--- src/rtl/top_stm_game.sv ---
// Game sequencer: steps the display, edit and check engines through each move,
// rotating players, counting moves, detecting win/draw and guarding engines with a watchdog.
module top_stm_game #(
  parameter int NUM_PLAYERS = 2,
  parameter int BOARD_CELLS = 42,
  parameter int TIMEOUT_CYC = 1024,
  localparam int PW = ($clog2(NUM_PLAYERS) > 1) ? $clog2(NUM_PLAYERS) : 1,
  localparam int MW = $clog2(BOARD_CELLS + 1),
  localparam int TW = ($clog2(TIMEOUT_CYC + 1) > 1) ? $clog2(TIMEOUT_CYC + 1) : 1
) (
  input  logic          clk,
  input  logic          rst,
  input  logic          usr_en,
  input  logic          new_game,
  input  logic          display_finish,
  input  logic          edit_finish,
  input  logic          edit_invalid,
  input  logic          check_finish,
  input  logic          check_4,
  output logic          edit_en,
  output logic          display_en,
  output logic          check_en,
  output logic [2:0]    row_addr_sel,
  output logic [PW-1:0] cur_player,
  output logic [PW-1:0] winner,
  output logic          game_over,
  output logic          is_draw,
  output logic          timeout_err,
  output logic [MW-1:0] move_count
);

  typedef enum logic [2:0] {
    S_IDLE, S_EDIT, S_CHECK, S_RELEASE, S_REJECT, S_WIN, S_DRAW, S_FAULT
  } state_t;

  // Expiry is flagged on the TIMEOUT_CYC-th cycle spent in a guarded state.
  localparam int WD_LAST = (TIMEOUT_CYC > 0) ? TIMEOUT_CYC - 1 : 0;

  state_t        state, state_nxt;
  logic [TW-1:0] wd;
  logic          wd_exp;
  logic          board_full;

  assign wd_exp     = (TIMEOUT_CYC != 0) && (wd == TW'(WD_LAST));
  assign board_full = (move_count == MW'(BOARD_CELLS));

  always_ff @(posedge clk or posedge rst) begin
    if (rst) begin
      state       <= S_IDLE;
      cur_player  <= '0;
      winner      <= '0;
      move_count  <= '0;
      wd          <= '0;
      game_over   <= 1'b0;
      is_draw     <= 1'b0;
      timeout_err <= 1'b0;
    end else begin
      state       <= state_nxt;
      game_over   <= (state_nxt == S_WIN) || (state_nxt == S_DRAW);
      is_draw     <= (state_nxt == S_DRAW);
      timeout_err <= (state_nxt == S_FAULT);
      if (new_game) begin
        cur_player <= '0;
        winner     <= '0;
        move_count <= '0;
        wd         <= '0;
      end else begin
        if (state != state_nxt)
          wd <= '0;
        else if ((state == S_EDIT || state == S_CHECK) && wd != {TW{1'b1}})
          wd <= wd + TW'(1);
        if (state == S_EDIT && state_nxt == S_CHECK && !board_full)
          move_count <= move_count + MW'(1);
        if (state == S_CHECK && state_nxt == S_WIN)
          winner <= cur_player;
        if (state == S_CHECK && state_nxt == S_RELEASE)
          cur_player <= (cur_player == PW'(NUM_PLAYERS - 1)) ? '0 : cur_player + PW'(1);
      end
    end
  end

  always_comb begin
    state_nxt = state;
    case (state)
      S_IDLE:    if (usr_en && display_finish) state_nxt = S_EDIT;
      S_EDIT: begin
        if (edit_finish)       state_nxt = S_CHECK;
        else if (edit_invalid) state_nxt = S_REJECT;
        else if (wd_exp)       state_nxt = S_FAULT;
      end
      S_CHECK: begin
        if (check_4)           state_nxt = S_WIN;
        else if (check_finish) state_nxt = board_full ? S_DRAW : S_RELEASE;
        else if (wd_exp)       state_nxt = S_FAULT;
      end
      S_RELEASE, S_REJECT: if (!usr_en) state_nxt = S_IDLE;
      S_WIN, S_DRAW, S_FAULT: state_nxt = state;
      default:   state_nxt = S_IDLE;
    endcase
    if (new_game) state_nxt = S_IDLE;
  end

  always_comb begin
    edit_en      = 1'b0;
    display_en   = 1'b0;
    check_en     = 1'b0;
    row_addr_sel = 3'b001;
    case (state)
      S_EDIT: begin
        edit_en      = ~(edit_finish | edit_invalid);
        row_addr_sel = 3'b010;
      end
      S_CHECK: begin
        check_en     = ~(check_4 | check_finish);
        row_addr_sel = 3'b100;
      end
      S_RELEASE, S_REJECT, S_WIN, S_DRAW, S_FAULT: display_en = 1'b1;
      default: display_en = ~(usr_en & display_finish);
    endcase
  end

endmodule

--- config.mk ---
export PLATFORM = sky130hd
export DESIGN_NAME = top_stm_game
export DESIGN_NICKNAME = d
export VERILOG_FILES = /design/src/rtl/top_stm_game.sv
export SDC_FILE = /design/constraint.sdc
export NUM_CORES = 1
export LEC_CHECK = 0
export CORE_MARGIN = 3
export CORE_UTILIZATION = 45
export DETAILED_ROUTE_END_ITERATION = 12
export HOLD_SLACK_MARGIN = 0.15
export PLACE_DENSITY_LB_ADDON = 0.15
export SETUP_SLACK_MARGIN = 0.4
export SYNTH_ARGS = -nofsm -noshare
export SYNTH_HDL_FRONTEND = slang
export SYNTH_SLANG_ARGS = --single-unit
--- constraint.sdc ---
create_clock -name clk -period 6 [get_ports clk]
set_clock_uncertainty 0.1 [all_clocks]
set_input_delay 1.2 -clock clk [delete_from_list [all_inputs] [get_ports clk]]
set_output_delay 1.2 -clock clk [all_outputs]
set_load 0.005 [all_outputs]
## Yosys cells after proc, flatten, opt, wreduce, memory -nomap -nowiden

Cells that the tools add are included.

- Flip-flop bits (word level): 25
- Bits of input ports: 9
- Logic and storage cells: 75
- Output and inout bits: 17

- Bitwise gates (word level): 6
- Mux-type cells: 24
- Reductions and logical operators: 18
- $add $sub $neg: 3
- Equality and inequality tests: 16

Operators by type and width:

| cell | count |
|---|---|
| $mux 11 | 3 |
| $mux 3 | 9 |
| $eq 3x3->1 const B | 7 |
| $pmux 3 s5 | 1 |
| $eq 3x2->1 const B | 4 |
| $mux 6 | 2 |
| $add 11x1->11 const B | 1 |
| $eq 11x10->1 const B | 1 |
| $ne 11x11->1 const B | 1 |
| $mux 1 | 7 |
| $add 6x1->6 const B | 1 |
| $eq 6x6->1 const B | 1 |
| $logic_and 1x1->1 | 6 |
| $pmux 3 s2 | 1 |
| $reduce_bool 2->1 | 3 |
| $reduce_or 5->1 | 1 |
| $reduce_or 2->1 | 2 |
| $eq 3x1->1 const B | 1 |
| $logic_not 3->1 | 1 |
| $ne 3x3->1 | 1 |
| $not 1->1 | 3 |
| $reduce_bool 3->1 | 1 |
| $reduce_or 3->1 | 1 |
| $logic_or 1x1->1 | 2 |
| 5 further kinds | 6 |

## Depth between registers and ports, before layout

- Word-level depth: 11
- Depth in mapped cells: 10
- Gate-level depth less buffers: 8

## Worst setup path before layout

OpenSTA, ideal clock, no wires.

- Path type: input to register
- Start: input port edit_invalid
- End: register move_count[5]
- Arrival: 2.776 ns
- Setup slack: 2.998 ns
- Stages: 6
- Data required time: 5.774 ns
- Library setup time: 0.126 ns
- Path buffers: 0
- Cell sequence: or4b_1 > nor4_2 > o21bai_2 > or4_4 > o21ai_1 > o31ai_1

- Longest elaborated chain between the ends: 8

RTL lines:

| what | line | RTL |
|---|---|---|
| from (decl) | 17 | `input logic edit_invalid,` |
| $mux 3 | 88 | `else if (edit_invalid) state_nxt = S_REJECT;` |
| $mux 3 | 87 | `if (edit_finish) state_nxt = S_CHECK;` |
| $pmux 3 s5 | 84 | `case (state)` |
| $mux 3 | 100 | `if (new_game) state_nxt = S_IDLE;` |
| $eq 3x2->1 | 72 | `if (state == S_EDIT && state_nxt == S_CHECK && !board_full)` |
| $logic_and 1x1->1 (2 in a row) | 72 |  |
| $reduce_bool 2->1 (no source line) | - |  |
| to (signal assigned) | 73 | `move_count <= move_count + MW'(1);` |
| to (decl) | 29 | `output logic [MW-1:0] move_count` |

Every way passes these cells.
A chain may end at the register's enable or synchronous reset.

## Worst setup path after layout

- Start: input port check_4
- End: output port check_en

- Longest elaborated chain between the ends: 3

RTL lines:

| what | line | RTL |
|---|---|---|
| from (decl) | 19 | `input logic check_4,` |
| $or 1x1->1 | 114 | `check_en = ~(check_4 \| check_finish);` |
| $not 1->1 | 114 |  |
| $mux 1 | 108 | `case (state)` |
| to (decl) | 22 | `output logic check_en,` |

Every way passes these cells.

==> qor.yml <==
status:
  outcome: "finished clean"
timing:
  max-slew-margin-rel: 0.226
  worstMarginPinSlew_ns: 1.15
  period_needed_ns: 3.83
  final-hold-violation-count: 0
  max_freq_mhz: 261
  tns_ns: 0
  fin_ws_ns: 2.17
  setup_viol: 0
  timing.hold.ws_ns: 0.430
  fin_crit_sh: 0.639
  rsz0062_at_grt: "false"
  finalMaxSlewViolations: 0
drt:
  vias: 1338
  routed_via_density: 5.69
  routed_wl_mm: 3.49
  first_pass_iters: 4
  drtIter0Drc: 133
  wire_per_inst_um: 14.8
  post-route-drc-count: 0
  postRouteAntennaNets: 0
layout:
  areaGrowthSynthToFinish_pct: 19.0
  fillers: 312
  multi_input_area_um2: 888
  seqCellArea_um2: 626
  drive_gt1_frac: 0.162
  postLayoutCellArea_um2: 1880
  nets: 204
  antenna_cells: 0
yosys:
  synth.most_common_cell: "dfrtp_1"
  syn-num-nets: 180
  netlist_instances: 168
  yosysWarnings: 0
  yosysTopAreaCellShare: 0.396
  yosys.area.top_type: "dfrtp_1"
  synth_area_per_cell_um2: 9.41
  yosysUniqueCellTypes: 50
  synth_edf_count: 0
  synth.top_cells.by_count: "dfrtp_1, nor2_1, nor2_2"
  yosys_most_used_dff: "dfrtp_1"
  syn_area_um2: 1580
  ys_seq_elements: 25
  yosys-top-cells-area: "dfrtp_1, xor2_1, nor2_2, nor2_1, nand3_1"
  seq_area_frac_synth: 0.396
  async_reset_ff_frac: 1.00
global_routing:
  grt_usage: 0.180
  grt_pass1_vias: 1299
  overflow: 0
  antenna_found_initial: 0
  grt_start_max_net_pins: 26
  grt_pass1_wl_mm: 6.09
critical_path:
  critPathCaptureType: "output pin"
  cp-start-kind: "input port"
  worstPathRequired_ns: 4.70
  crit_type: "in2out"
  cp.arrival_ns: 2.53
  cp_max_fo: 7
die:
  rows: 20
  die-height_um: 65.3
  fp.dieW_um: 65.3
  ios: 26
  initial_core_util: 0.493
  core_area_um2: 3200
  die_area_um2: 4260
place:
  hpwl_mm: 2.66
  place_congestion: 0.812
  pre_cts_slack_ns: 2.12
  port_buffers: 25
  dpl_cell_area_um2: 1850
power:
  total_power_mw: 0.288
  ir_worst_vdd_v: 0.000131
  powerDensity_nw_per_um2: 153
  power_leakage_nw: 0.744
clock_tree:
  cts_resized: 0
  postCtsSetupBuffers: 0
  cts_tree: "yes"
  root_buffer: "clkbuf_4"
  ctsLongestPathBuffers: 2
  worstSkewPairLatency_ns: 0.32
  cts_hold_buf: 0
  cts_buffers: 3
  h-tree-depth: 1
  clkSlewWorstSetupHoldPaths_ns: 0.13
  cts_sinks: 25
worst_hold_path:
  holdCritPathClass: "reg2reg"
run:
  max_cap_violations: 0
-- kinds of logic (layout without fill, tap and decap cells) --
kind of cell	count (synthesis)	in the layout	share of synthesized area
fa+ha+maj	3	3	0.0238
compound gates	27	27	0.139
buf+inv	15	38	0.0420
mux	4	4	0.0261
simple gates	80	80	0.296
xor+xnor	14	14	0.0776
flops	25	25	0.396
-- metal layers --
layer	track usage	share of wire	vias up
met5	0	0	-
met4	0.0596	0.023	0
met3	0.0376	0.065	10
met2	0.284	0.46	48
met1	0.245	0.45	636
li1	-	-	644
-- worst max-delay path: stages --
cell	delay, ns
clkdlybuf4s50_1	0.52
nor3_1	0.24
clkdlybuf4s50_1	0.56
-- area by class of cell --
cell class	count	share of cell area
multi-input combinational	128	0.472
inverter	9	0.0180
tap	44	0.0293
timing repair buffer	25	0.133
clock buffer	3	0.0120
clock inverter	1	0.00266
sequential	25	0.333
-- cells in the final DEF (no fill, tap or decap), drive strengths merged, types with 3 or more instances in the layout --
master	netlist	final
a211o	3	3
a21oi	5	5
and2	3	3
clkbuf	3	3
clkdlybuf4s50	0	25
dfrtp	25	25
ha	3	3
inv	9	9
mux2i	3	3
nand2	11	11
nand3	9	9
nand4	5	5
nor2	25	25
nor3	7	7
nor4	5	5
o21ai	6	6
o31ai	3	3
xnor2	4	4
xor2	10	10
-- where the power goes --
part	internal [mW]	switching (mW)	total [mW]
clock	0.0250	0.0504	0.0753
sequential	0.170	0.00292	0.173
combinational	0.0169	0.0230	0.0400
-- sequential cells by signal, summed over array words and instances, names as in the netlist --
| register | flops |
|---|---|
| cur_player | 1 |
| game_over | 1 |
| is_draw | 1 |
| move_count | 6 |
| state | 3 |
| timeout_err | 1 |
| wd | 11 |
| winner | 1 |
-- stage by stage --
stage           util  std cells
2_1_floorplan      -        168
3_3_place_gp   0.579        231
3_5_place_dp   0.579        231
4_1_cts        0.587        235
5_1_grt        0.587        235
6_report       0.587        235
-- worst paths after layout --
kind                                           startpoint  cells after the start  slack [ns]                         to
worst max-delay path                              check_4                      3        2.17                   check_en
worst min-delay path            move_count[5]$_DFFE_PP0P_                      1        0.43  move_count[5]$_DFFE_PP0P_
worst max register to register          wd[0]$_DFFE_PP0P_                      7        2.78          wd[5]$_DFFE_PP0P_
worst min register to register  move_count[5]$_DFFE_PP0P_                      1        0.43  move_count[5]$_DFFE_PP0P_
max in group asynchronous                             rst                      2        3.96         state[2]$_DFF_PP0_
min in group asynchronous                             rst                      2        1.26          is_draw$_DFF_PP0_
(Power assumes the default switching activity.)
